==> src/rtl/collatz_sweep_pkg.sv <==
// Shared definitions for the collatz_sweep sequencer: FSM state encodings.
package collatz_sweep_pkg;

  localparam logic [1:0] ST_IDLE  = 2'd0;
  localparam logic [1:0] ST_ISSUE = 2'd1;
  localparam logic [1:0] ST_WAIT  = 2'd2;
  localparam logic [1:0] ST_DONE  = 2'd3;

endpackage

==> src/rtl/collatz_sweep_stats.sv <==
// Running max / argmax / sum accumulator over the results of one sweep.
module collatz_sweep_stats #(
  parameter int N = 16
) (
  input  logic           clk,
  input  logic           rst,
  input  logic           clear,
  input  logic           upd,
  input  logic [N-1:0]   arg,
  input  logic [N-1:0]   val,
  output logic [N-1:0]   best_arg,
  output logic [N-1:0]   best_val,
  output logic [2*N-1:0] sum
);

  logic [N-1:0]   best_arg_q, best_arg_d;
  logic [N-1:0]   best_val_q, best_val_d;
  logic [2*N-1:0] sum_q, sum_d;

  always_comb begin
    best_arg_d = best_arg_q;
    best_val_d = best_val_q;
    sum_d      = sum_q;
    if (clear) begin
      best_arg_d = '0;
      best_val_d = '0;
      sum_d      = '0;
    end else if (upd) begin
      sum_d = sum_q + {{N{1'b0}}, val};
      // Strict compare: on a tie the earlier argument is kept.
      if (val > best_val_q) begin
        best_val_d = val;
        best_arg_d = arg;
      end
    end
  end

  always_ff @(posedge clk) begin
    if (rst) begin
      best_arg_q <= '0;
      best_val_q <= '0;
      sum_q      <= '0;
    end else begin
      best_arg_q <= best_arg_d;
      best_val_q <= best_val_d;
      sum_q      <= sum_d;
    end
  end

  assign best_arg = best_arg_q;
  assign best_val = best_val_q;
  assign sum      = sum_q;

endmodule

==> src/rtl/collatz_sweep.sv <==
// Sweep driver for the collatz core: issues FIRST..FIRST+COUNT-1, collects
// step counts, and tracks max/argmax/sum with a per-request watchdog.
module collatz_sweep
  import collatz_sweep_pkg::*;
#(
  parameter int N       = 16,
  parameter int FIRST   = 1,
  parameter int COUNT   = 32,
  parameter int TIMEOUT = 1024
) (
  input  logic           clk,
  input  logic           rst,
  input  logic           start,
  output logic           busy,
  output logic           done,
  output logic           err,
  output logic           req_valid,
  input  logic           req_ready,
  output logic [N-1:0]   req_data,
  input  logic           resp_valid,
  input  logic [N-1:0]   resp_data,
  output logic [N-1:0]   best_arg,
  output logic [N-1:0]   best_val,
  output logic [2*N-1:0] sum
);

  localparam int LW = $clog2(COUNT + 1);
  localparam int WW = $clog2(TIMEOUT + 1);

  logic [1:0]    state_q, state_d;
  logic [N-1:0]  cur_q, cur_d;
  logic [LW-1:0] left_q, left_d;
  logic [WW-1:0] wd_q, wd_d;
  logic          err_q, err_d;
  logic          busy_q, done_q, req_valid_q;
  logic          clear, upd;

  always_comb begin
    state_d = state_q;
    cur_d   = cur_q;
    left_d  = left_q;
    wd_d    = wd_q;
    err_d   = err_q;
    clear   = 1'b0;
    upd     = 1'b0;
    case (state_q)
      ST_IDLE: begin
        if (start) begin
          clear   = 1'b1;
          err_d   = 1'b0;
          wd_d    = '0;
          cur_d   = N'(FIRST);
          left_d  = LW'(COUNT);
          state_d = ST_ISSUE;
        end
      end
      ST_ISSUE: begin
        if (req_ready) begin
          wd_d    = '0;
          state_d = ST_WAIT;
        end
      end
      ST_WAIT: begin
        if (resp_valid) begin
          upd     = 1'b1;
          cur_d   = cur_q + N'(1);
          left_d  = left_q - LW'(1);
          state_d = (left_q == LW'(1)) ? ST_DONE : ST_ISSUE;
        end else if (wd_q == WW'(TIMEOUT - 1)) begin
          err_d   = 1'b1;
          state_d = ST_DONE;
        end else begin
          wd_d = wd_q + WW'(1);
        end
      end
      ST_DONE: state_d = ST_IDLE;
      default: state_d = ST_IDLE;
    endcase
  end

  // Status outputs are registered from the next state so they align with it.
  always_ff @(posedge clk) begin
    if (rst) begin
      state_q     <= ST_IDLE;
      cur_q       <= '0;
      left_q      <= '0;
      wd_q        <= '0;
      err_q       <= 1'b0;
      busy_q      <= 1'b0;
      done_q      <= 1'b0;
      req_valid_q <= 1'b0;
    end else begin
      state_q     <= state_d;
      cur_q       <= cur_d;
      left_q      <= left_d;
      wd_q        <= wd_d;
      err_q       <= err_d;
      busy_q      <= (state_d != ST_IDLE);
      done_q      <= (state_d == ST_DONE);
      req_valid_q <= (state_d == ST_ISSUE);
    end
  end

  collatz_sweep_stats #(.N(N)) u_stats (
    .clk      (clk),
    .rst      (rst),
    .clear    (clear),
    .upd      (upd),
    .arg      (cur_q),
    .val      (resp_data),
    .best_arg (best_arg),
    .best_val (best_val),
    .sum      (sum)
  );

  assign busy      = busy_q;
  assign done      = done_q;
  assign err       = err_q;
  assign req_valid = req_valid_q;
  assign req_data  = cur_q;

endmodule
==> config.mk <==
export PLATFORM = sky130hd
export DESIGN_NAME = collatz_sweep
export DESIGN_NICKNAME = d
export VERILOG_FILES = /design/src/rtl/collatz_sweep_pkg.sv /design/src/rtl/collatz_sweep_stats.sv /design/src/rtl/collatz_sweep.sv
export SDC_FILE = /design/constraint.sdc
export NUM_CORES = 1
export LEC_CHECK = 0
export ABC_AREA = 1
export CAP_MARGIN = 20
export CORE_ASPECT_RATIO = 0.6
export CORE_UTILIZATION = 56
export CTS_CLUSTER_DIAMETER = 40
export DETAILED_ROUTE_END_ITERATION = 10
export DONT_BUFFER_PORTS = 1
export PLACE_DENSITY = 0.71
export SETUP_SLACK_MARGIN = 0.1
export SYNTH_ARGS = -nofsm -noshare
export SYNTH_HDL_FRONTEND = slang
export SYNTH_SLANG_ARGS = --single-unit
==> constraint.sdc <==
create_clock -name clk -period 2.53 [get_ports clk]
set_input_delay 0.253 -clock clk [delete_from_list [all_inputs] [get_ports clk]]
set_output_delay 0.253 -clock clk [all_outputs]
set_load 0.1 [all_outputs]
# Yosys cells after proc, flatten, opt, wreduce, memory -nomap -nowiden
# Cells that the tools add are included.
[totals] regBits=103 inputBits=21 output_inout_bits=84 word_cells=63
[classes] add_sub_neg=4 order_cmp=1 eq_ne=13 n_mux=25 n_reduce_logical=9
[ops] op="11-bit 2-to-1 mux" count=4
[ops] op="11-bit case mux with 3 select lines" count=1
[ops] op="32-bit by 16-bit adder with 32-bit output" count=1
[ops] op="16-bit 2-to-1 mux" count=2
[ops] op="16-bit case mux with 2 select lines" count=1
[ops] op="16-bit by 1-bit adder with 16-bit output (second input constant)" count=1
[ops] op="16-bit > comparator" count=1
[ops] op="6-bit 2-to-1 mux" count=2
[ops] op="2-bit != test (second input constant)" count=6
[ops] op="6-bit case mux with 2 select lines" count=1
[ops] op="11-bit by 1-bit adder with 11-bit output (second input constant)" count=1
[ops] op="11-bit by 10-bit equality test with 1-bit output (second input constant)" count=1
[ops] op="2-bit 2-to-1 mux" count=5
[ops] op="2-bit case mux with 4 select lines" count=1
[ops] op="1-bit 2-to-1 mux" count=7
[ops] op="2-bit equality test (second input constant)" count=3
[ops] op="6-bit by 1-bit equality test with 1-bit output (second input constant)" count=1
[ops] op="6-bit by 1-bit subtractor with 6-bit output (second input constant)" count=1
[ops] op="5-bit AND reduction" count=1
[ops] op="2-bit by 1-bit equality test with 1-bit output (second input constant)" count=2
[ops] op="4-bit AND reduction" count=1
[ops] op="2-bit nonzero test" count=2
[ops] op="3-bit AND reduction" count=1
[ops] op="3-bit nonzero test" count=1
[ops] op="4 further kinds" count=4

# Longest topological paths before layout
# Gate-level depths: netlist (run 1).
[depth] word_depth=5 mapped_depth=13

# Cells and area by module
# From an unflattened synthesis (run 1), not the netlist that was laid out.
[unflattened] cells_unflattened=1044 area_unflattened_um2=6476.2
[by_module_without_submodules] module="collatz_sweep_stats" n_inst=1 cells_per_inst=747 area_each_um2=4515.6
[by_module_without_submodules] module="collatz_sweep" n_inst=1 cells_per_inst=297 area_each_um2=1960.6

# Worst setup path before layout (run 1)
# Ideal clock, no wire load.
[synth_timing] path_kind="register to register" startpoint="reg u_stats.best_val_q[7] (netlist: u_stats.best_val[7])" endpoint="reg u_stats.best_arg_q[7] (netlist: u_stats.best_arg[7])" setup_time_ns=0.119 arrival_time_ns=2.320 required_ns=2.411 path_slack_ns=0.091 stages_incl_launch_ff=13 n_path_buf=1 synth_period_minus_slack_ns=2.439 path_cell_list="dfxtp_1 > inv_1 > ha_1 > nand2_1 > nor2_1 > nand2_1 > nand2_1 > nand2_1 > nand2_1 > buf_4 > nand3_1 > nand2_1 > nor2_1"
[synth_via] elab_chain_len=2
[synth_rtl] item="from (decl)" line_no="collatz_sweep_stats.sv:17" text="logic [N-1:0] best_val_q, best_val_d;"
[synth_rtl] item="from (signal assigned)" line_no="collatz_sweep_stats.sv:45" text="best_val_q <= best_val_d;"
[synth_rtl] item="16-bit > comparator" line_no="collatz_sweep_stats.sv:31" text="if (val > best_val_q) begin"
[synth_rtl] item="2-bit AND reduction (no line)"
[synth_rtl] item="to (signal assigned)" line_no="collatz_sweep_stats.sv:44" text="best_arg_q <= best_arg_d;"
[synth_rtl] item="to (decl)" line_no="collatz_sweep_stats.sv:16" text="logic [N-1:0] best_arg_q, best_arg_d;"
# Every way passes these cells.
# A chain may end at the register's enable or synchronous reset.

# Worst setup path after layout (run 1)
[layout_timing] startpoint="reg u_stats.sum_q[0] (netlist: u_stats.sum[0])" endpoint="reg u_stats.sum_q[24] (netlist: u_stats.sum[24])"
[layout_via] elab_chain_len=1
[layout_rtl] item="from (decl)" line_no="collatz_sweep_stats.sv:18" text="logic [2*N-1:0] sum_q, sum_d;"
[layout_rtl] item="from (signal assigned)" line_no="collatz_sweep_stats.sv:46" text="sum_q <= sum_d;"
[layout_rtl] item="32-bit by 16-bit adder with 32-bit output" line_no="collatz_sweep_stats.sv:29" text="sum_d = sum_q + {{N{1'b0}}, val};"
# Every way passes these cells.

==> run metrics, run 1 <==
outcome finished clean; Num CTS Buffers 9; Hold Vio Cnt, Final 0; share of cells above drive strength 1 11.0%; post-layout util 67.3%; Nets 1103; Core Area between 10000 and 15000 um2; synth unique cells 39; CP Max Fanout 6; class of the worst hold path primary input to register; Critical Path RT 2.76 ns; kind of start point of the critical path register; vias in the first global route 5486; initial antenna violation count 0; cts repair resizes 0; CP most frequent cell nand2_1; Fill cells roughly 1000; critical path depth 12; FF-to-FF path depth 12; largest net degree at the start of global routing 67; CTS Buffer Depth 2; area grow syn2layout 14.1%; clock net sink count 103; peak supply drop ~430 uV; final setup fails 0; site row count 29; worst-margin pin slew 0.981 ns; post-DR vias/cell 5.40; Critical Path AT 2.29 ns; delay-heaviest family, CP simple AND/OR/NAND/NOR gates; critical path's largest stage delay 0.44 ns; gr usage total 29.9%; I/O pins 105; die height approximately 85 um; full die area around 12000 um2; LEAKAGE 3.19 nW; per-cell routed wire length 14.6 um; port bufs 0; DP HPWL around 13 mm; Crit. End Element register; CTS H-Tree Depth 3; CTS tree done; worst-path cell chain ha_1 > fa_1 > nand2_1 > nand3_1 > nand3_1 > nand2_1 > nand2_1 > nand2_1 > nand3_1 > nand2_1 > nand2_1 > nor2_1; CP max-delay cell fa_1; Main synth FF type dfxtp_1; routability-driven placement congestion ratio ~0.96; Worst-Skew Late Latency 0.35 ns; clk slew on worst S/H paths 0.07 ns; Max-Cap Viols 0; drt pass-1 iters 6; Post-synth EDFFs 0; n_diodes 0; CP Class register to register; Avg Cell Area, Syn 6.48 um2; synthesized area 6380 um2; Iteration-0 DRC Markers 561; f_max 0.484 GHz; detailed-route DRC error count 0; Synth Net Count around 1000; setup TNS 0 ns; post-synthesis cell count 984; Synth async-reset ratio 0%; Non-Filler Instances 1188; via count 6413; GRT overflow 0; Slew Limit Fails 0; Pwr Total 3.57 mW; synth warn 0; die width 140 um; first-pass GRT wire length 28.2 mm; PD cells 491 nW/um2; sequential share of the synthesized area 32.3%; max_slew headroom between 30 and 40%; WP buf/inv 0; placed cells 1171; register bit total from synthesis 103; initial core utilization between 50% and 60%; Root Driver clkbuf_16; RSZ-0062 raised after global routing false; Worst Hold Depth 1; final WL 17.3 mm; minimum clock period between 2 and 2.5 ns; Final Skew 0.00809 ns; Final ANT Viol Nets 0; final worst path period share 81.6%
-- kinds of logic (layout without fill, tap and decap cells) --
group	Yosys count	in the layout	share of synthesized area (%)
simple gates	514	514	34.7
compound gates	152	152	13.1
flops	103	103	32.3
fa+ha+maj	37	37	7.37
xor+xnor	9	9	1.24
buf+inv	169	234	11.3
-- metrics by stage --
stage	setup WS [ns]	hold slack [ns]	cell area, um2
finish	0.466	0.0180	7280
global route	0.245	0.0226	7280
CTS	0.497	0.00747	7280
detailed placement	0.501	0.326	6970
global placement	0.524	0.325	6970
floorplan	0.115	0.354	6380
-- layer usage --
| metal | global-route usage [%] | vias up | part of all wire [%] | routed length (um) |
|---|---|---|---|---|
| met5 | 0 | - | 0 | 0 |
| met4 | 5.99 | 0 | 0.62 | 108 |
| met3 | 10.7 | 11 | 13 | 2260 |
| met2 | 41.0 | 289 | 38 | 6630 |
| met1 | 44.3 | 2811 | 48 | 8340 |
| li1 | - | 3302 | - | - |
-- synthesized netlist by cell type (2+ instances only) --
library cell / number / area, um2
nand2_1: 229 / 860
inv_1: 135 / 507
nor2_1: 125 / 469
dfxtp_1: 103 / 2060
nand3_1: 100 / 500
a21oi_1: 98 / 490
ha_1: 36 / 450
o21ai_0: 28 / 140
nor3_1: 25 / 125
nand4_1: 16 / 100
buf_2: 10 / 50.1
xor2_1: 8 / 70.1
buf_4: 7 / 52.6
o21a_1: 7 / 52.6
buf_6: 6 / 67.6
o21bai_1: 6 / 45.0
clkbuf_1: 4 / 15.0
inv_2: 4 / 15.0
nor3_2: 4 / 40.0
o211ai_1: 4 / 30.0
buf_1: 3 / 11.3
or2_2: 3 / 18.8
a21o_1: 2 / 15.0
nand2_4: 2 / 22.5
nand3_2: 2 / 20.0
nor2_2: 2 / 12.5
nor2_4: 2 / 22.5
o21ai_1: 2 / 10.0
-- flip-flops by register name (all words and copies together) (netlist names), 2 cells and up --
register          flops
u_stats.sum          32
req_data             16
u_stats.best_arg     16
u_stats.best_val     16
wd_q                 11
left_q                6
state_q               2
-- worst reg2reg max path, stage by stage (launching register included) --
cell,delay [ns]
dfxtp_1,0.31
ha_1,0.22
fa_1,0.44
nand2_1,0.12
nand3_1,0.09
nand3_1,0.15
nand2_1,0.13
nand2_1,0.08
nand2_1,0.15
nand3_1,0.11
nand2_1,0.05
nand2_1,0.06
nor2_1,0.04
-- cells in the final DEF (no fill, tap or decap), drive strengths merged, types with 2 or more instances in the layout --
| cell | n |
|---|---|
| or2 | 3 |
| o21bai | 6 |
| o21a | 7 |
| dlygate4sd3 | 2 |
| o21ai | 30 |
| xor2 | 8 |
| clkbuf | 11 |
| nand2 | 232 |
| nand3 | 102 |
| inv | 140 |
| buf | 78 |
| o211ai | 4 |
| nor2 | 129 |
| nand4 | 16 |
| ha | 36 |
| a21oi | 98 |
| nor3 | 29 |
| a21o | 2 |
| dfxtp | 103 |
-- where the power goes --
| part | total, mW | switching (mW) | internal, mW |
|---|---|---|---|
| Sequential | 1.71 | 0.0629 | 1.65 |
| Combinational | 0.468 | 0.333 | 0.135 |
| Clock | 1.39 | 0.623 | 0.769 |
-- final cells by class --
cell class / instances / area, um2 / area share, %
inverter: 139 / 522 / 7.17
multi-input combinational: 712 / 3600 / 49.5
clock inverter: 4 / 55.1 / 0.756
clock buffer: 11 / 233 / 3.20
timing repair buffer: 80 / 631 / 8.66
sequential: 103 / 2060 / 28.3
tap: 139 / 174 / 2.39
-- timing repair --
action,CTS,global route
endpoints found under the hold margin,15,0
setup buffers,0,0
hold buffers,2,0
-- worst paths after layout --
kind | slack [ns] | endpoint | from
hold / removal | 0.02 | busy$_SDFF_PP0_ | rst
hold reg to reg | 0.45 | left_q[3]$_SDFFE_PP0P_ | left_q[3]$_SDFFE_PP0P_
setup / recovery | 0.47 | u_stats.sum[24]$_SDFFE_PP0P_ | u_stats.sum[0]$_SDFFE_PP0P_
setup reg to reg | 0.47 | u_stats.sum[24]$_SDFFE_PP0P_ | u_stats.sum[0]$_SDFFE_PP0P_
No activity file was read; power rests on OpenSTA's default activity.
==> run 2: changes to the inputs <==
Clock period 2.53 ns to 2.05 ns, I/O delays scaled along.
==> run metrics, run 2 (synthesized netlist as in run 1, its figures left out) <==
CP max-delay cell dfxtp_4; Crit. End Element register; per-cell routed wire length 17.0 um; LEAKAGE 3.47 nW; final WL 20.8 mm; Non-Filler Instances 1224; Worst Hold Depth 4; max reg flops 32; Critical Path AT 2.11 ns; WP buf/inv 4; GRT overflow 0; R2R Setup Slk about 0.18 ns; clock net sink count 103; CP most frequent cell nand2_1; peak supply drop 458 uV; vias in the first global route 6204; Slew Limit Fails 0; initial antenna violation count 0; n_diodes 0; f_max ~0.53 GHz; Final WS setup 0.177 ns; worst-margin pin slew 0.676 ns; detailed-route DRC error count 0; Worst-Skew Late Latency 0.35 ns; outcome finished clean; PD cells 558 nW/um2; minimum clock period approximately 1.9 ns; first-pass GRT wire length 31.3 mm; largest net degree at the start of global routing 61; class of the worst hold path primary input to register; via count 6971; CTS Buffer Depth 2; Iteration-0 DRC Markers 591; DP HPWL 14.8 mm; worst-path cell chain inv_1 > ha_1 > nand2_1 > nor2_2 > nand2_1 > inv_2 > a31oi_4 > buf_12 > clkbuf_16 > a21oi_1 > nor2_1; share of cells above drive strength 1 23.0%; Final ANT Viol Nets 0; full die area 11800 um2; Num CTS Buffers 9; final setup fails 0; CTS H-Tree Depth 3; RSZ-0062 raised after global routing true; CP Max Fanout 15; Hold Vio Cnt, Final 0; FF-to-FF path depth 11; delay-heaviest family, CP buffers and inverters; setup TNS 0 ns; critical path depth 11; post-DR vias/cell roughly 5.7; placed cells 1194; Fill cells 913; most common cell after layout, fill and taps aside nand2_1; initial core utilization 59.0%; gr usage total around 34%; area grow syn2layout 24.9%; Critical Path RT between 2 and 2.5 ns; site row count 29; max_slew headroom 54.8%; Nets 1138; Core Area about 11000 um2; CTS tree done; Final Skew 0.00897 ns; die width 140 um; clk slew on worst S/H paths 0.08 ns; CP Class register to register; port bufs 0; critical path's largest stage delay around 0.35 ns; die height 84.7 um; kind of start point of the critical path register; I/O pins approximately 110; most frequent cells in the layout nand2_1, inv_1, nor2_1; drt pass-1 iters 5; Root Driver clkbuf_16; routability-driven placement congestion ratio 1.03; pre-CTS setup slack 0.0346 ns; Max-Cap Viols 0; final worst path period share about nine tenths
## run 2: what timing repair did
action / CTS / global route
setup buffers: 0 / 6
gates cloned: 0 / 6
hold endpoints to repair: 16 / 0
gates resized for setup: 3 / 60
pin swaps: 0 / 4
setup endpoints to repair: 6 / 58
hold buffers: 2 / 0
## run 2: layer usage
layer  part of all wire [%]  vias up  global-route usage [%]  wire length [um]
met5                      0        -                       0                 0
met3                     13       32                    11.0              2640
li1                       -     3376                       -                 -
met2                     42      349                    49.3              8660
met1                     44     3214                    47.4              9240
met4                    1.4        0                    7.19               301
## run 2: final cells by class
type                            instances  area [um2]  area share, %
Multi-Input combinational cell        712        3790           47.6
Sequential cell                       103        2180           27.3
Timing Repair Buffer                  115        1020           12.9
Inverter                              139         526           6.59
Clock buffer                           11         233           2.92
Tap cell                              139         174           2.18
Clock inverter                          5        41.3          0.518
## run 2: through the flow
| stage | total power, mW | util (%) | area, um2 | hold WS (ns) |
|---|---|---|---|---|
| finish | 4.45 | 73.7 | 7970 | 0.0690 |
| global route | 4.60 | 73.7 | 7970 | 0.0851 |
| CTS | 4.38 | 70.2 | 7590 | 0.0626 |
| detailed placement | 2.74 | 67.4 | 7290 | 0.271 |
| global placement | 2.72 | 67.4 | 7290 | 0.269 |
| floorplan | 2.59 | - | 6500 | 0.306 |
## run 2: final timing paths
kind                                     start                          endpoint
max reg2reg  u_stats.best_val[15]$_SDFFE_PP0P_  u_stats.best_val[3]$_SDFFE_PP0P_
min                               resp_data[4]  u_stats.best_val[4]$_SDFFE_PP0P_
max          u_stats.best_val[15]$_SDFFE_PP0P_  u_stats.best_val[3]$_SDFFE_PP0P_
min reg2reg             left_q[3]$_SDFFE_PP0P_            left_q[3]$_SDFFE_PP0P_
## run 2: power breakdown
part | switching (mW) | leakage (nW) | total (mW) | internal [mW]
sequential | 0.0242 | 0.863 | 2.03 | 2.01
combinational | 0.520 | 2.47 | 0.750 | 0.230
clock | 0.822 | 0.134 | 1.66 | 0.843
## run 2: worst reg2reg max path, stage by stage, from the launching register on
cell and delay (ns):
dfxtp_4 0.35, inv_1 0.04, ha_1 0.29, nand2_1 0.08
nor2_2 0.12, nand2_1 0.09, inv_2 0.09, a31oi_4 0.11
buf_12 0.16, clkbuf_16 0.18, a21oi_1 0.18, nor2_1 0.06
